===== src/rtl/muldiv_pkg.sv =====
// Shared definitions for the iterative multiply/divide unit: op encodings,
// control states and the iteration count.
package muldiv_pkg;

  localparam int ITER = 32;

  localparam logic [1:0] OP_MULT  = 2'b00;
  localparam logic [1:0] OP_MULTU = 2'b01;
  localparam logic [1:0] OP_DIV   = 2'b10;
  localparam logic [1:0] OP_DIVU  = 2'b11;

  typedef enum logic [1:0] {
    IDLE = 2'd0,
    RUN  = 2'd1,
    FIX  = 2'd2
  } state_e;

endpackage


===== src/rtl/muldiv_unit.sv =====
// Iterative MIPS multiply/divide unit. Owns HI/LO, computes
// mult/multu/div/divu in 32 iterations on magnitudes, then fixes signs.
module muldiv_unit
  import muldiv_pkg::*;
#(
  parameter int WIDTH = 32
) (
  input  logic             CLK,
  input  logic             RST,
  input  logic             start,
  input  logic [1:0]       op,
  input  logic [WIDTH-1:0] A,
  input  logic [WIDTH-1:0] B,
  input  logic             mthi,
  input  logic             mtlo,
  output logic [WIDTH-1:0] HI,
  output logic [WIDTH-1:0] LO,
  output logic             busy,
  output logic             done
);

  localparam int CW = $clog2(ITER);

  state_e               state_q, state_d;
  logic [CW-1:0]        cnt_q, cnt_d;
  logic [1:0]           op_q, op_d;
  logic                 sign_res_q, sign_res_d;   // product / quotient sign
  logic                 sign_rem_q, sign_rem_d;   // remainder sign
  logic                 div0_q, div0_d;
  logic [2*WIDTH-1:0]   acc_q, acc_d;             // shared working register
  logic [WIDTH-1:0]     opb_q, opb_d;             // multiplicand / divisor
  logic [WIDTH-1:0]     hi_q, hi_d;
  logic [WIDTH-1:0]     lo_q, lo_d;
  logic                 done_q, done_d;

  logic                 op_signed;
  logic [WIDTH-1:0]     mag_a, mag_b;
  logic [WIDTH:0]       mul_sum;
  logic [2*WIDTH-1:0]   mul_next;
  logic [WIDTH:0]       div_rem;
  logic                 div_ok;
  logic [WIDTH-1:0]     div_sub;
  logic [2*WIDTH-1:0]   div_next;
  logic [2*WIDTH-1:0]   prod_fix;

  // One iteration of each datapath plus operand magnitudes for launch.
  always_comb begin
    op_signed = ~op[0];
    mag_a     = (op_signed && A[WIDTH-1]) ? -A : A;
    mag_b     = (op_signed && B[WIDTH-1]) ? -B : B;

    // Shift-add: low half holds the remaining multiplier bits.
    mul_sum  = {1'b0, acc_q[2*WIDTH-1:WIDTH]} + (acc_q[0] ? {1'b0, opb_q} : '0);
    mul_next = {mul_sum, acc_q[WIDTH-1:1]};

    // Restoring divide: shift in the next dividend bit, subtract if it fits.
    // The remainder is always below the divisor, so the difference fits WIDTH bits.
    div_rem  = {acc_q[2*WIDTH-1:WIDTH], acc_q[WIDTH-1]};
    div_ok   = (div_rem >= {1'b0, opb_q});
    div_sub  = div_rem[WIDTH-1:0] - opb_q;
    div_next = {div_ok ? div_sub : div_rem[WIDTH-1:0], acc_q[WIDTH-2:0], div_ok};

    prod_fix = sign_res_q ? -acc_q : acc_q;
  end

  // Next-state, datapath and HI/LO write-path control.
  always_comb begin
    // NOTE: every _d defaults to its _q first so no path through the case infers a latch.
    state_d    = state_q;
    cnt_d      = cnt_q;
    op_d       = op_q;
    sign_res_d = sign_res_q;
    sign_rem_d = sign_rem_q;
    div0_d     = div0_q;
    acc_d      = acc_q;
    opb_d      = opb_q;
    hi_d       = hi_q;
    lo_d       = lo_q;
    done_d     = 1'b0;

    unique case (state_q)
      IDLE: begin
        if (start) begin
          op_d       = op;
          acc_d      = {{WIDTH{1'b0}}, mag_a};
          opb_d      = mag_b;
          sign_res_d = op_signed & (A[WIDTH-1] ^ B[WIDTH-1]);
          sign_rem_d = op_signed & A[WIDTH-1];
          div0_d     = op[1] & (B == '0);
          cnt_d      = CW'(ITER - 1);
          state_d    = RUN;
        end else begin
          if (mthi) hi_d = A;
          if (mtlo) lo_d = A;
        end
      end
      RUN: begin
        acc_d = op_q[1] ? div_next : mul_next;
        if (cnt_q == '0) state_d = FIX;
        else             cnt_d   = cnt_q - 1'b1;
      end
      FIX: begin
        done_d  = 1'b1;
        state_d = IDLE;
        if (!op_q[1]) begin
          hi_d = prod_fix[2*WIDTH-1:WIDTH];
          lo_d = prod_fix[WIDTH-1:0];
        end else if (!div0_q) begin
          lo_d = sign_res_q ? -acc_q[WIDTH-1:0] : acc_q[WIDTH-1:0];
          hi_d = sign_rem_q ? -acc_q[2*WIDTH-1:WIDTH] : acc_q[2*WIDTH-1:WIDTH];
        end
      end
      default: state_d = IDLE;
    endcase
  end

  // State and datapath registers; reset discards any operation in flight.
  always_ff @(posedge CLK or posedge RST) begin
    if (RST) begin
      state_q    <= IDLE;
      cnt_q      <= '0;
      op_q       <= '0;
      sign_res_q <= 1'b0;
      sign_rem_q <= 1'b0;
      div0_q     <= 1'b0;
      acc_q      <= '0;
      opb_q      <= '0;
      hi_q       <= '0;
      lo_q       <= '0;
      done_q     <= 1'b0;
    end else begin
      // NOTE: non-blocking so every register samples the pre-edge values together.
      state_q    <= state_d;
      cnt_q      <= cnt_d;
      op_q       <= op_d;
      sign_res_q <= sign_res_d;
      sign_rem_q <= sign_rem_d;
      div0_q     <= div0_d;
      acc_q      <= acc_d;
      opb_q      <= opb_d;
      hi_q       <= hi_d;
      lo_q       <= lo_d;
      done_q     <= done_d;
    end
  end

  assign busy = (state_q != IDLE);
  assign done = done_q;
  assign HI   = hi_q;
  assign LO   = lo_q;

endmodule


===== config.mk =====
export PLATFORM = sky130hd
export DESIGN_NAME = muldiv_unit
export DESIGN_NICKNAME = d
export VERILOG_FILES = /design/src/rtl/muldiv_pkg.sv /design/src/rtl/muldiv_unit.sv
export SDC_FILE = /design/constraint.sdc
export NUM_CORES = 1
export LEC_CHECK = 0
export CELL_PAD_IN_SITES_DETAIL_PLACEMENT = 1
export CELL_PAD_IN_SITES_GLOBAL_PLACEMENT = 1
export CORE_UTILIZATION = 35
export CTS_BUF_LIST = sky130_fd_sc_hd__clkbuf_8
export DETAILED_ROUTE_END_ITERATION = 10
export GPL_ROUTABILITY_DRIVEN = 0
export PLACE_DENSITY = 0.71
export SLEW_MARGIN = 10
export SYNTH_ARGS = -nofsm -noshare
export SYNTH_HDL_FRONTEND = slang
export SYNTH_SLANG_ARGS = --single-unit

===== constraint.sdc =====
create_clock -name CLK -period 7.29 [get_ports CLK]
set_clock_uncertainty 0.2 [all_clocks]
set_input_delay 1.458 -clock CLK [delete_from_list [all_inputs] [get_ports CLK]]
set_output_delay 1.458 -clock CLK [all_outputs]
set_load 0.005 [all_outputs]

==> results.cfg <==
[timing]
rsz0062_at_grt = no
slew_headroom = 0.1930
setup_violations = 0
max_clock_freq_mhz = 225.4
min_period_ns = 4.436
hold_viol = 0
tightestPinTransition_ns = 1.208
fin_crit_sh = 0.6085
drv_slew = 0
finalSetupTns_ns = 0

[detailed_routing]
vias = 14310
drt-initial-drc-count = 833
viasPerCell = 5.840
wl_um = 54100
ant_nets = 0
dr.pass1.iters = 5
wire_per_inst_um = 22.08
route.detailed.drc = 0

[logic_synthesis]
synth_cell_types = 88
synth_top_family_by_area = compound AO/OA/AOI/OAI gates
syn_area_um2 = 14490
ys_ff_latch = 172
yosys-mux-area-fraction = 0.03627
synth_fa_ha_area_frac = 0.06322
syn-instance-count = 1841
synth_nets = 1984
synth_warnings = 0
async_flop_share = 1.000
synth_ff_type = dfrtp_1
synth_xor_xnor_area_share = 0.09733
synth_compound_area_frac = 0.2632
synthSimpleGateAreaFrac = 0.1960
yosysSeqAreaShare = 0.2971
synth-edff-count = 0
syn_area_per_cell_um2 = 7.869

[final_layout]
final_common_cell = nand2_1
synthToLayoutAreaGrowth_pct = 14.98
stdcell_count = 2450
diodes = 0
drive_above_1_share = 0.04797
layout_common_cells = nand2_1, o21ai_0, dfrtp_1
nets = 2048

[run_status]
status = complete, no violations

[power_and_ir_drop]
p_leak_nw = 6.852
p_total_w = 0.008815
p_per_area_nw_per_um2 = 529.2
peakVddDrop_uv = 152.3

[setup_path]
r2r_start = acc_q[51]
worstSetupPathType = in -> reg
cp_max_fo = 5
crit_required_ns = 7.47
crit_path_start_kind = input port
crit_arrival_ns = 4.61
worst-r2r-setup-slack_ns = 3.09
r2r-end = acc_q[46]
r2r_cells = 10
cp-end-kind = register

[die]
core_um2 = 40830
fp.dieW_um = 205.5
fp.dieH_um = 205.5
io_pins = 137
dieArea_um2 = 42210
start_util = 0.3548
rows = 74

[placement]
io_buffers = 136
placed_cells = 2418
hpwl_um = 40870

[clock_network]
cts_made_buffers = 17
cts_root_buf = clkbuf_8
cts_max_level = 4
post_cts_resized = 0
clock_path_buffers = 2
hold_buffers = 0
cts_setup_buffers = 0
cts_num_sinks = 172
path_clk_slew_ns = 0.10
cts_tree = yes
clk_latency_ns = 0.53

[grt]
grt_max_degree = 90
grt_util_all_layers = 0.2589
grt_pass1_wl_um = 84230
antenna_found_initial = 0
grt_pass1_vias = 14500
gr-total-overflow = 0

[min_path]
holdCritStartpoint = opb_q[15]
hold_end = opb_q[15]
hold_path_depth = 2
worstHoldPathType = reg -> reg

[job]
cap_violations = 0
[cell usage after synthesis (all sizes together), types with 4 or more instances]
library cell | instances | area [µm²]
nand2 | 209 | 784.5
o21ai | 201 | 1017
dfrtp | 172 | 4304
nor2 | 171 | 644.4
a21oi | 155 | 775.7
clkbuf | 91 | 342.8
xnor2 | 88 | 770.7
xor2 | 73 | 639.4
ha | 70 | 875.8
inv | 66 | 247.7
mux2i | 48 | 480.5
nor3 | 42 | 226.5
a21o | 37 | 277.8
o211ai | 34 | 255.2
o31ai | 33 | 266.5
nand3 | 29 | 155.2
a31oi | 28 | 175.2
or3 | 23 | 148.9
nand2b | 20 | 132.6
a211oi | 19 | 147.6
a22oi | 17 | 127.6
and3 | 17 | 106.4
buf | 17 | 88.84
nor2b | 15 | 93.84
o21a | 15 | 112.6
nor4 | 13 | 96.34
nand4 | 10 | 62.56
and2 | 9 | 56.30
o41ai | 9 | 93.84
or4 | 9 | 75.07
a221oi | 7 | 61.31
o21bai | 7 | 52.55
a21boi | 6 | 45.04
a311oi | 6 | 52.55
o22ai | 6 | 37.54
o221ai | 5 | 43.79
or2 | 5 | 31.28
or3b | 5 | 43.80
mux2 | 4 | 45.04
nand4b | 4 | 41.29
o31a | 4 | 35.03
[sequential cells by signal (all words and copies together), names as in the netlist]
signal,count
state_q,2
div0_q,1
done,1
HI,32
op_q,1
sign_res_q,1
cnt_q,5
acc_q,64
sign_rem_q,1
opb_q,32
LO,32
[through the flow]
stage               hold WS, ns  setup WS [ns]  utilization  instance area, µm²
floorplan                0.2498         0.9719            -               14490
global placement         0.2617          2.475       0.3976               16240
detailed placement       0.2693          2.400       0.3976               16240
CTS                      0.2922          2.945       0.4080               16660
global route             0.3075          2.587       0.4080               16660
finish                   0.2832          2.854       0.4080               16660
[routing by layer]
| metal | track usage | routed length [µm] |
|---|---|---|
| met3 | 0.02724 | 2254 |
| met2 | 0.4354 | 25550 |
| met1 | 0.3432 | 24810 |
| met4 | 0.09048 | 1475 |
| met5 | 0 | 0 |
[cell type report]
type,instances,area [µm²]
Timing Repair Buffer,153,1489
Tap cell,532,665.6
Multi-Input combinational cell,1495,9523
Clock buffer,17,234.0
Sequential cell,172,4305
Fill cell,4958,24170
Clock inverter,15,188.9
Inverter,66,252.7
[report_power, final]
group / switching [W] / internal, W
Clock: 0.000425 / 0.000346
Sequential: 0.000681 / 0.00143
Combinational: 0.00347 / 0.00246
[kinds of logic (layout without fill, tap and decap cells)]
kind of cell | count (synthesis) | after routing
multiplexers | 52 | 52
AND/OR/NAND/NOR | 596 | 596
adder cells (fa/ha/maj) | 72 | 72
AO/OA/AOI/OAI | 614 | 614
flip-flops | 172 | 172
buffers and inverters | 174 | 251
XOR/XNOR | 161 | 161
[worst max-delay path by stage]
| stage | from | end | slack, ns | cells after the start |
|---|---|---|---|---|
| floorplan | RST | HI[0] | 0.97 | 1 |
| global placement | A[7] | acc_q[25] | 2.48 | 10 |
| detailed placement | A[7] | acc_q[25] | 2.40 | 10 |
| CTS | A[7] | acc_q[25] | 2.95 | 10 |
| global route | A[7] | acc_q[25] | 2.59 | 10 |
| finish | A[7] | acc_q[30] | 2.85 | 10 |
[worst max-delay path, cell delays in order]
cell             delay, ns
clkdlybuf4s50_1       0.51
nor4_1                0.51
or3b_1                0.44
or3_1                 0.41
nor2b_1               0.37
a21oi_1               0.17
a21oi_1               0.32
o21ai_1               0.15
xnor2_1               0.18
o21ai_0               0.10
No activity file was read; power rests on OpenSTA's default activity.
